### src/rtl/bira_repair_sequencer.sv
// rtl/bira_repair_sequencer.sv - BIRA sequencer: pivot collection, spare-assignment sweep, repair word stream.
// Optional fault_count output is enabled by defining BIRA_FAULT_COUNT_EN.
module bira_repair_sequencer #(
  parameter int NUM_PIVOT = 8,
  parameter int RLSS_W    = 4,
  parameter int ADDR_W    = 10
) (
  input  logic                               clk,
  input  logic                               rst,
  input  logic [1:0]                         spare_struct,
  input  logic                               test_end,
  input  logic                               fault_detect,
  input  logic [ADDR_W-1:0]                  row_add_in,
  input  logic [ADDR_W-1:0]                  col_add_in,
  input  logic [1:0]                         bank_in,
  output logic [NUM_PIVOT-1:0]               DSSS,
  output logic [RLSS_W-1:0]                  RLSS,
  input  logic                               signal_valid,
  output logic                               early_term,
  output logic                               busy,
  output logic                               repair,
  output logic                               sol_valid,
  output logic [$clog2(NUM_PIVOT)+ADDR_W+2:0] solution,
  output logic                               done
`ifdef BIRA_FAULT_COUNT_EN
  ,
  output logic [15:0]                        fault_count
`endif
);

  localparam int IDXW = $clog2(NUM_PIVOT);
  localparam int PCW  = $clog2(NUM_PIVOT + 1);
  localparam int CW   = NUM_PIVOT + RLSS_W;
  localparam int SW   = IDXW + ADDR_W + 3;

  typedef enum logic [2:0] {IDLE, COLLECT, ANALYZE, EMIT, DONE} state_t;

  state_t                state_q;
  logic [PCW-1:0]        pivot_cnt_q;
  logic [1:0]            tbl_bank_q [NUM_PIVOT];
  logic [ADDR_W-1:0]     tbl_row_q  [NUM_PIVOT];
  logic [ADDR_W-1:0]     tbl_col_q  [NUM_PIVOT];
  logic [CW-1:0]         cand_q;
  logic                  wrap_q;
  logic                  pres_q;
  logic [NUM_PIVOT-1:0]  sel_q;
  logic [PCW-1:0]        emit_idx_q;
  logic [1:0]            spare_q;
  logic [NUM_PIVOT-1:0]  dsss_q;
  logic [RLSS_W-1:0]     rlss_q;
  logic                  early_term_q, busy_q, repair_q, sol_valid_q, done_q;
  logic [SW-1:0]         solution_q;

  logic [NUM_PIVOT-1:0]  pivot_mask;
  logic                  table_hit;
  logic                  table_full;
  logic                  cand_skip;
  logic                  spare_struct_unused;

  // Spare structure is latched for the downstream datapath; the sequencing itself does not depend on it.
  assign spare_struct_unused = ^spare_q;

  always_comb begin
    pivot_mask = '0;
    table_hit  = 1'b0;
    for (int i = 0; i < NUM_PIVOT; i++) begin
      pivot_mask[i] = (PCW'(i) < pivot_cnt_q);
      if (pivot_mask[i] && (bank_in == tbl_bank_q[i]) &&
          ((row_add_in == tbl_row_q[i]) || (col_add_in == tbl_col_q[i])))
        table_hit = 1'b1;
    end
  end

  assign table_full = (pivot_cnt_q == PCW'(NUM_PIVOT));
  assign cand_skip  = |(cand_q[NUM_PIVOT-1:0] & ~pivot_mask);

  function automatic logic [SW-1:0] mk_word(input logic [IDXW-1:0] idx, input logic use_col);
    return {idx, use_col, tbl_bank_q[idx], use_col ? tbl_col_q[idx] : tbl_row_q[idx]};
  endfunction

  always_ff @(posedge clk or posedge rst) begin
    if (rst) begin
      state_q      <= IDLE;
      pivot_cnt_q  <= '0;
      for (int i = 0; i < NUM_PIVOT; i++) begin
        tbl_bank_q[i] <= '0;
        tbl_row_q[i]  <= '0;
        tbl_col_q[i]  <= '0;
      end
      cand_q       <= '0;
      wrap_q       <= 1'b0;
      pres_q       <= 1'b0;
      sel_q        <= '0;
      emit_idx_q   <= '0;
      spare_q      <= '0;
      dsss_q       <= '0;
      rlss_q       <= '0;
      early_term_q <= 1'b0;
      busy_q       <= 1'b0;
      repair_q     <= 1'b0;
      sol_valid_q  <= 1'b0;
      done_q       <= 1'b0;
      solution_q   <= '0;
    end else begin
      sol_valid_q <= 1'b0;
      case (state_q)
        IDLE: begin
          if (fault_detect) begin
            spare_q       <= spare_struct;
            tbl_bank_q[0] <= bank_in;
            tbl_row_q[0]  <= row_add_in;
            tbl_col_q[0]  <= col_add_in;
            pivot_cnt_q   <= PCW'(1);
          end
          if (test_end) begin
            state_q <= ANALYZE;
            busy_q  <= 1'b1;
          end else if (fault_detect) begin
            state_q <= COLLECT;
          end
        end
        COLLECT: begin
          if (fault_detect && !table_hit && table_full) begin
            early_term_q <= 1'b1;
            done_q       <= 1'b1;
            state_q      <= DONE;
          end else begin
            if (fault_detect && !table_hit) begin
              tbl_bank_q[pivot_cnt_q[IDXW-1:0]] <= bank_in;
              tbl_row_q[pivot_cnt_q[IDXW-1:0]]  <= row_add_in;
              tbl_col_q[pivot_cnt_q[IDXW-1:0]]  <= col_add_in;
              pivot_cnt_q <= pivot_cnt_q + PCW'(1);
            end
            if (test_end) begin
              state_q <= ANALYZE;
              busy_q  <= 1'b1;
            end
          end
        end
        ANALYZE: begin
          if (pivot_cnt_q == '0) begin
            repair_q <= 1'b1;
            done_q   <= 1'b1;
            busy_q   <= 1'b0;
            state_q  <= DONE;
          end else if (pres_q && signal_valid) begin
            // The verdict refers to the candidate currently on DSSS/RLSS; word 0 goes out at once.
            sel_q       <= dsss_q;
            repair_q    <= 1'b1;
            pres_q      <= 1'b0;
            sol_valid_q <= 1'b1;
            solution_q  <= mk_word('0, dsss_q[0]);
            emit_idx_q  <= PCW'(1);
            state_q     <= EMIT;
          end else if (wrap_q) begin
            pres_q  <= 1'b0;
            repair_q <= 1'b0;
            done_q  <= 1'b1;
            busy_q  <= 1'b0;
            state_q <= DONE;
          end else begin
            if (!cand_skip) begin
              dsss_q <= cand_q[NUM_PIVOT-1:0];
              rlss_q <= cand_q[CW-1:NUM_PIVOT];
            end
            pres_q <= !cand_skip;
            cand_q <= cand_q + CW'(1);
            wrap_q <= &cand_q;
          end
        end
        EMIT: begin
          if (emit_idx_q == pivot_cnt_q) begin
            done_q  <= 1'b1;
            busy_q  <= 1'b0;
            state_q <= DONE;
          end else begin
            sol_valid_q <= 1'b1;
            solution_q  <= mk_word(emit_idx_q[IDXW-1:0], sel_q[emit_idx_q[IDXW-1:0]]);
            emit_idx_q  <= emit_idx_q + PCW'(1);
          end
        end
        default: ;
      endcase
    end
  end

`ifdef BIRA_FAULT_COUNT_EN
  logic [15:0] fault_cnt_q;

  always_ff @(posedge clk or posedge rst) begin
    if (rst)
      fault_cnt_q <= '0;
    else if (fault_detect && ((state_q == IDLE) || (state_q == COLLECT)) && (fault_cnt_q != 16'hFFFF))
      fault_cnt_q <= fault_cnt_q + 16'd1;
  end

  assign fault_count = fault_cnt_q;
`endif

  assign DSSS       = dsss_q;
  assign RLSS       = rlss_q;
  assign early_term = early_term_q;
  assign busy       = busy_q;
  assign repair     = repair_q;
  assign sol_valid  = sol_valid_q;
  assign solution   = solution_q;
  assign done       = done_q;

endmodule

### config.mk
export PLATFORM = sky130hd
export DESIGN_NAME = bira_repair_sequencer
export DESIGN_NICKNAME = d
export VERILOG_FILES = /design/src/rtl/bira_repair_sequencer.sv
export SDC_FILE = /design/constraint.sdc
export NUM_CORES = 1
export LEC_CHECK = 0
export ABC_CLOCK_PERIOD_IN_PS = 9000
export CORE_ASPECT_RATIO = 0.8
export CORE_MARGIN = 3
export CORE_UTILIZATION = 37
export CTS_CLUSTER_DIAMETER = 200
export DETAILED_ROUTE_END_ITERATION = 8
export MAX_ROUTING_LAYER = met4
export PLACE_DENSITY = 0.61
export SLEW_MARGIN = 30
export SYNTH_ARGS = -nofsm -noshare
export SYNTH_HDL_FRONTEND = slang
export SYNTH_SLANG_ARGS = --single-unit
### constraint.sdc
create_clock -name clk -period 9 [get_ports clk]
set_input_delay 1.8 -clock clk [delete_from_list [all_inputs] [get_ports clk]]
set_output_delay 1.8 -clock clk [all_outputs]
set_load 0.02 [all_outputs]
# After elaboration in Yosys (flattened, before gate mapping)
# Index checks and enable logic that the tools add are counted.
op_classes:
  magnitude_cmp: 12
  add_sub_neg: 3
  n_reduce_logical: 52
  n_bitwise: 9
  eq_ne: 42
  mux: 83
ops:
  columns: ["operator", "count"]
  rows:
  - ["$mux W80", 4]
  - ["$bwmux W80", 2]
  - ["$eq A10 B10 Y1", 16]
  - ["$mux W10", 9]
  - ["$mux W16", 5]
  - ["$bmux W10 S3", 2]
  - ["$pmux W10 S2", 2]
  - ["$pmux W16 S2", 1]
  - ["$demux W10 S3", 1]
  - ["$mux W1", 28]
  - ["$mux W3", 8]
  - ["$mux W4", 6]
  - ["$logic_and A1 B1 Y1", 20]
  - ["$reduce_and A5 Y1", 4]
  - ["$bwmux W16", 1]
  - ["$eq A2 B2 Y1", 8]
  - ["$lt A3 B4 Y1 const A", 4]
  - ["$ne A2 B2 Y1 const B", 8]
  - ["$pmux W4 S2", 2]
  - ["$add A12 B1 Y12 const B", 1]
  - ["$ne A3 B3 Y1 const B", 4]
  - ["$pmux W3 S4", 1]
  - ["$reduce_and A12 Y1", 1]
  - ["$reduce_and A4 Y1", 3]
  - ["other kinds (33)", 60]
word_totals:
  inputBits: 29
  out_inout_bits: 33
  elab_cells: 240
  reg_bits: 242

# Logic depth before layout (Yosys ltp)
depth:
  depth_word: 16
  depth_mapped: 12
  depth_no_buf: 10

# Worst setup path after synthesis
# Ideal clock, no wire load.
synth_path:
  kind: "input to register"
  startpoint: "input port row_add_in[1]"
  endpoint: "register tbl_col_q[7] in the netlist's numbering"
  setup_time_ps: 125
  n_path_buf: 4
  setup_slack_ps: 5121
  stages: 11
  required_ps: 8875
  t_arrival_ps: 3754
  cell_sequence: "buf_2 > buf_2 > xor2_1 > nor4_1 > nand2_1 > o41ai_2 > nor2_1 > buf_2 > nand3_2 > buf_4 > mux2_2"
synth_via:
  elab_chain_cells: 16
  elab_cells_between_ends: 37
  cone_classes: "eq/ne: 8; mux: 8; bitwise: 1; reduce/logical: 20"
synth_rtl:
  columns: ["element", "line_no", "rtl"]
  rows:
  - ["from (decl)", "13", "input logic [ADDR_W-1:0] row_add_in,"]
  - ["$eq A10 B10 Y1", "69", "((row_add_in == tbl_row_q[i]) || (col_add_in == tbl_col_q[i])))"]
  - ["$logic_or A1 B1 Y1", "69", null]
  - ["$logic_and A1 B1 Y1", "68", "if (pivot_mask[i] && (bank_in == tbl_bank_q[i]) &&"]
  - ["$mux W1 (7 in a row)", "68", null]
  - ["$mux W1 (*)", "68", null]
  - ["$logic_not A1 Y1 (*)", "123, 128", null]
  - ["$logic_and A1 B1 Y1 (*)", "123, 128", null]
  - ["$logic_and A1 B1 Y1", "123", "if (fault_detect && !table_hit && table_full) begin"]
  - ["$not A1 Y1 (no line)", null, null]
  - ["$reduce_and A3 Y1 (no line) (*)", null, null]
  - ["to (signal, indexed assignment)", "131", "tbl_col_q[pivot_cnt_q[IDXW-1:0]] <= col_add_in;"]
  - ["to (decl)", "42", "logic [ADDR_W-1:0] tbl_col_q [NUM_PIVOT];"]
# Every way passes the cells marked *; elsewhere a longest branch is shown, timed or not.
# A chain may end at the register's enable or synchronous reset.

# Worst setup path in the final report
layout_path:
  startpoint: "input port col_add_in[2]"
  endpoint: "register tbl_row_q[54] in the netlist's numbering"
layout_via:
  elab_chain_cells: 16
  elab_cells_between_ends: 37
  cone_classes: "eq/ne: 8; mux: 8; bitwise: 1; reduce/logical: 20"
layout_rtl:
  columns: ["element", "line_no", "rtl"]
  rows:
  - ["from (decl)", "14", "input logic [ADDR_W-1:0] col_add_in,"]
  - ["$eq A10 B10 Y1", "69", null]
  - ["$logic_or A1 B1 Y1", "69", null]
  - ["$logic_and A1 B1 Y1", "68", null]
  - ["$mux W1 (7 in a row)", "68", null]
  - ["$mux W1 (*)", "68", null]
  - ["$logic_not A1 Y1 (*)", "123, 128", null]
  - ["$logic_and A1 B1 Y1 (*)", "123, 128", null]
  - ["$logic_and A1 B1 Y1", "123", null]
  - ["$not A1 Y1 (no line)", null, null]
  - ["$reduce_and A3 Y1 (no line) (*)", null, null]
  - ["to (signal, indexed assignment)", "130", "tbl_row_q[pivot_cnt_q[IDXW-1:0]] <= row_add_in;"]
  - ["to (decl)", "41", "logic [ADDR_W-1:0] tbl_row_q [NUM_PIVOT];"]
# Marked as above.

==> flow_metrics.tcl <==
set metrics [dict create \
    final-hold-violation-count 0 \
    p_sw_uw 1430 \
    nets 1135 \
    synth_most_common_cell "dfrtp_1" \
    synth_cells 1103 \
    clk_pin_slew_ns 0.06 \
    mappedNetlistArea_sq_um 13600 \
    r2r-end "tbl_row_q[54]$_DFFE_PP0P_" \
    cts_resized 0 \
    finalNonFillerCells 1603 \
    numPortBuffers 59 \
    synthesis.nets 1137 \
    worstSetupStartpoint "col_add_in[2]" \
    synthArstFlopShare_pct 100 \
    path_max_fanout 22 \
    critPathKind "input pin to register" \
    ios 62 \
    worst_hold_path_type "register to register" \
    ys.flop_type "dfrtp_1" \
    min_to "sel_q[2]$_DFFE_PP0P_" \
    final.setup.tns_ns 0 \
    fin_skew_ns 0.0279 \
    cts_made_buffers 27 \
    p_leak_uw 0.00682 \
    postCtsHoldBufs 0 \
    fill_cells 3416 \
    reg2regPathDepth 9 \
    p_clk_share_pct 26.8 \
    status "completed" \
    antenna_found_initial 1 \
    min_period_over_period_pct 62.1 \
    hold_slack_ns 0.470 \
    arrival_ns 6.01 \
    post_dp_cell_area_sq_um 14400 \
    grt_max_degree 124 \
    synth_warnings 0 \
    slew-limit-headroom_pct 37.5 \
    root_buffer "clkbuf_16" \
    pre_cts_ws_ns 2.97 \
    p_int_uw 2660 \
    synth_top_cell_area_share_pct 44.4 \
    track_usage_pct 19.1 \
    post-cts-setup-buffers 0 \
    drive_above_1_share_pct 22.9 \
    required_ns 9.42 \
    dieHeight_um 178 \
    p_seq_share_pct 40.0 \
    ir_drop_uv 225 \
    critPathMaxStageDelay_ns 1.03 \
    holdPathStages 2 \
    clock_sinks 242 \
    yosysSeqAreaShare_pct 44.4 \
    ys_top_cells_by_area "dfrtp_1 (44%), mux2_2 (9.5%), mux4_2 (7.6%)" \
    cts_max_level 1 \
    clk_latency_ns 0.56 \
    tightest_slew_ns 0.934 \
    period_minus_slack_ns 5.59 \
    reg2reg_slack_ns 4.43 \
    die_width_um 221 \
    crit_chain "clkdlybuf4s50_1 -> xnor2_1 -> nand4_1 -> o41ai_1 -> a311o_1 -> nor4_4 -> nand3_2 -> mux2_1" \
    floorplan.die_area_sq_um 39200 \
    yosysTopAreaCell "dfrtp_1" \
    via_per_inst 5.56 \
    cts_tree "done" \
    place_inst 1552 \
    grt_pass1_vias 8834 \
    cp-start-kind "input pin" \
    initial_core_util_pct 37.7 \
    wl_per_cell_um 22.4 \
    drt_pass1_iterations 4 \
    dp_hpwl_um 24800 \
    core_sq_um 36100 \
    core.rowCount 62 \
    stdcell_area_sq_um 15300 \
    drtAntennaViolNets 0 \
    area_growth_pct 11.9 \
    grt_overflow 0 \
    p_comb_share_pct 33.2 \
    timing.final.ws_setup_ns 3.41 \
    synth_edf_count 0 \
    final-setup-viol-count 0 \
    max_cap_violations 0 \
    gp_congestion 0.828 \
    rsz0062_at_grt "false" \
    cts_buffer_depth 3 \
    r2r-start "pivot_cnt_q[0]$_DFFE_PP0P_" \
    grt_pass1_wl_um 55800 \
    via_count 8918 \
    cp_slowest_cell "clkdlybuf4s50_1" \
    max_clock_freq_mhz 179 \
    hold_start "sel_q[2]$_DFFE_PP0P_" \
    synth_commonest_cells "dfrtp_1 (242), mux2_2 (115), xor2_1 (104)" \
    p_per_area_nw_per_um2 268 \
    endpoint_kind "register" \
    syn_area_per_cell_sq_um 12.4 \
    switching_share_pct 35.0 \
    drc_errors 0 \
    wirelength_um 36000 \
    dr.first_iter.drc_count 700 \
    slew_viol_final 0 \
    synth.distinct_cells 61 \
    ys_ff_latch 242 \
]
-- area by class of cell --
type	instances	area [sq um]	share of cell area, %
multi-input combinational	751	7010	45.9
antenna	1	2.50	0.0164
clock buffer	43	836	5.48
sequential	242	6060	39.7
tap	480	601	3.94
timing repair buffer	68	658	4.31
clock inverter	7	41.3	0.271
inverter	11	53.8	0.353
-- worst max path at each step --
stage	end	slack (ns)	cells after the start
after detailed placement	tbl_row_q[9]$_DFFE_PP0P_	2.97	8
after global routing	tbl_col_q[54]$_DFFE_PP0P_	3.28	8
final	tbl_row_q[54]$_DFFE_PP0P_	3.41	8
after global placement	tbl_row_q[9]$_DFFE_PP0P_	2.94	8
after floorplan	DSSS[0]$_DFFE_PP0P_	0.56	1
after CTS	tbl_row_q[9]$_DFFE_PP0P_	3.53	8
-- power by group through the flow --
| stage | clock network, uW | logic, uW | registers (uW) |
|---|---|---|---|
| 2_1_floorplan | 0 | 1040 | 1550 |
| 6_report | 1100 | 1360 | 1640 |
| 4_1_cts | 1120 | 1360 | 1630 |
| 3_5_place_dp | 0 | 1360 | 1650 |
| 3_3_place_gp | 0 | 1340 | 1640 |
| 5_1_grt | 1160 | 1470 | 1680 |
-- critical path: cells and delay by family --
family,cells,cell delay (ns)
buf+inv,1,1.03
compound gates,2,0.53
xor+xnor,1,0.20
simple gates,3,1.82
mux,1,0.59
-- cells in the final DEF (no fill, tap or decap), types with 5 or more instances in the layout --
cell             instances
nand4_1                 22
mux4_2                  46
nand3_1                 14
a211oi_1                13
nor4_1                  34
a21oi_1                 19
nand2_1                 57
buf_4                    9
ha_1                     5
xor2_1                 104
inv_1                    9
o21ai_0                  9
mux2_2                 115
clkdlybuf4s50_1         59
xnor2_1                 86
clkinv_2                 5
clkbuf_8                10
dfrtp_1                240
a221o_1                 10
nor3_1                  25
mux2_4                  20
mux2_1                  64
and2_1                  12
nor2_1                  24
clkbuf_16               27
clkbuf_1                 6
and3_1                   9
-- kinds of logic (layout without fill, tap and decap cells) --
family          after synthesis  in the layout  synth area share, %
mux                         249            249                 24.9
flops                       242            242                 44.4
simple gates                233            233                 9.54
xor+xnor                    192            192                 12.4
buf+inv                     110            129                 4.40
compound gates               72             72                 3.86
fa+ha+maj                     5              5                0.459
other cells                   0              1                    0
-- layer usage --
metal / wire length, um / up-vias / track usage [%]
met4: 425 / 0 / 2.45
met3: 2070 / 48 / 3.36
met2: 15400 / 243 / 27.0
met5: 0 / - / -
met1: 18000 / 4661 / 29.4
li1: - / 3966 / -
-- sequential cells by signal, indices dropped and copies added (netlist names), 3 cells and up --
register and flops:
emit_idx_q 4, RLSS 4, sel_q 8, tbl_row_q 80, solution 16, tbl_bank_q 16
tbl_col_q 80, pivot_cnt_q 4, state_q 3, DSSS 8, cand_q 12
-- stage by stage --
stage	total power, uW	util, %
finish	4100	42.2
CTS	4120	42.2
global placement	2980	39.7
floorplan	2600	-
global route	4310	42.2
detailed placement	3010	39.7
(Power assumes the default switching activity.)
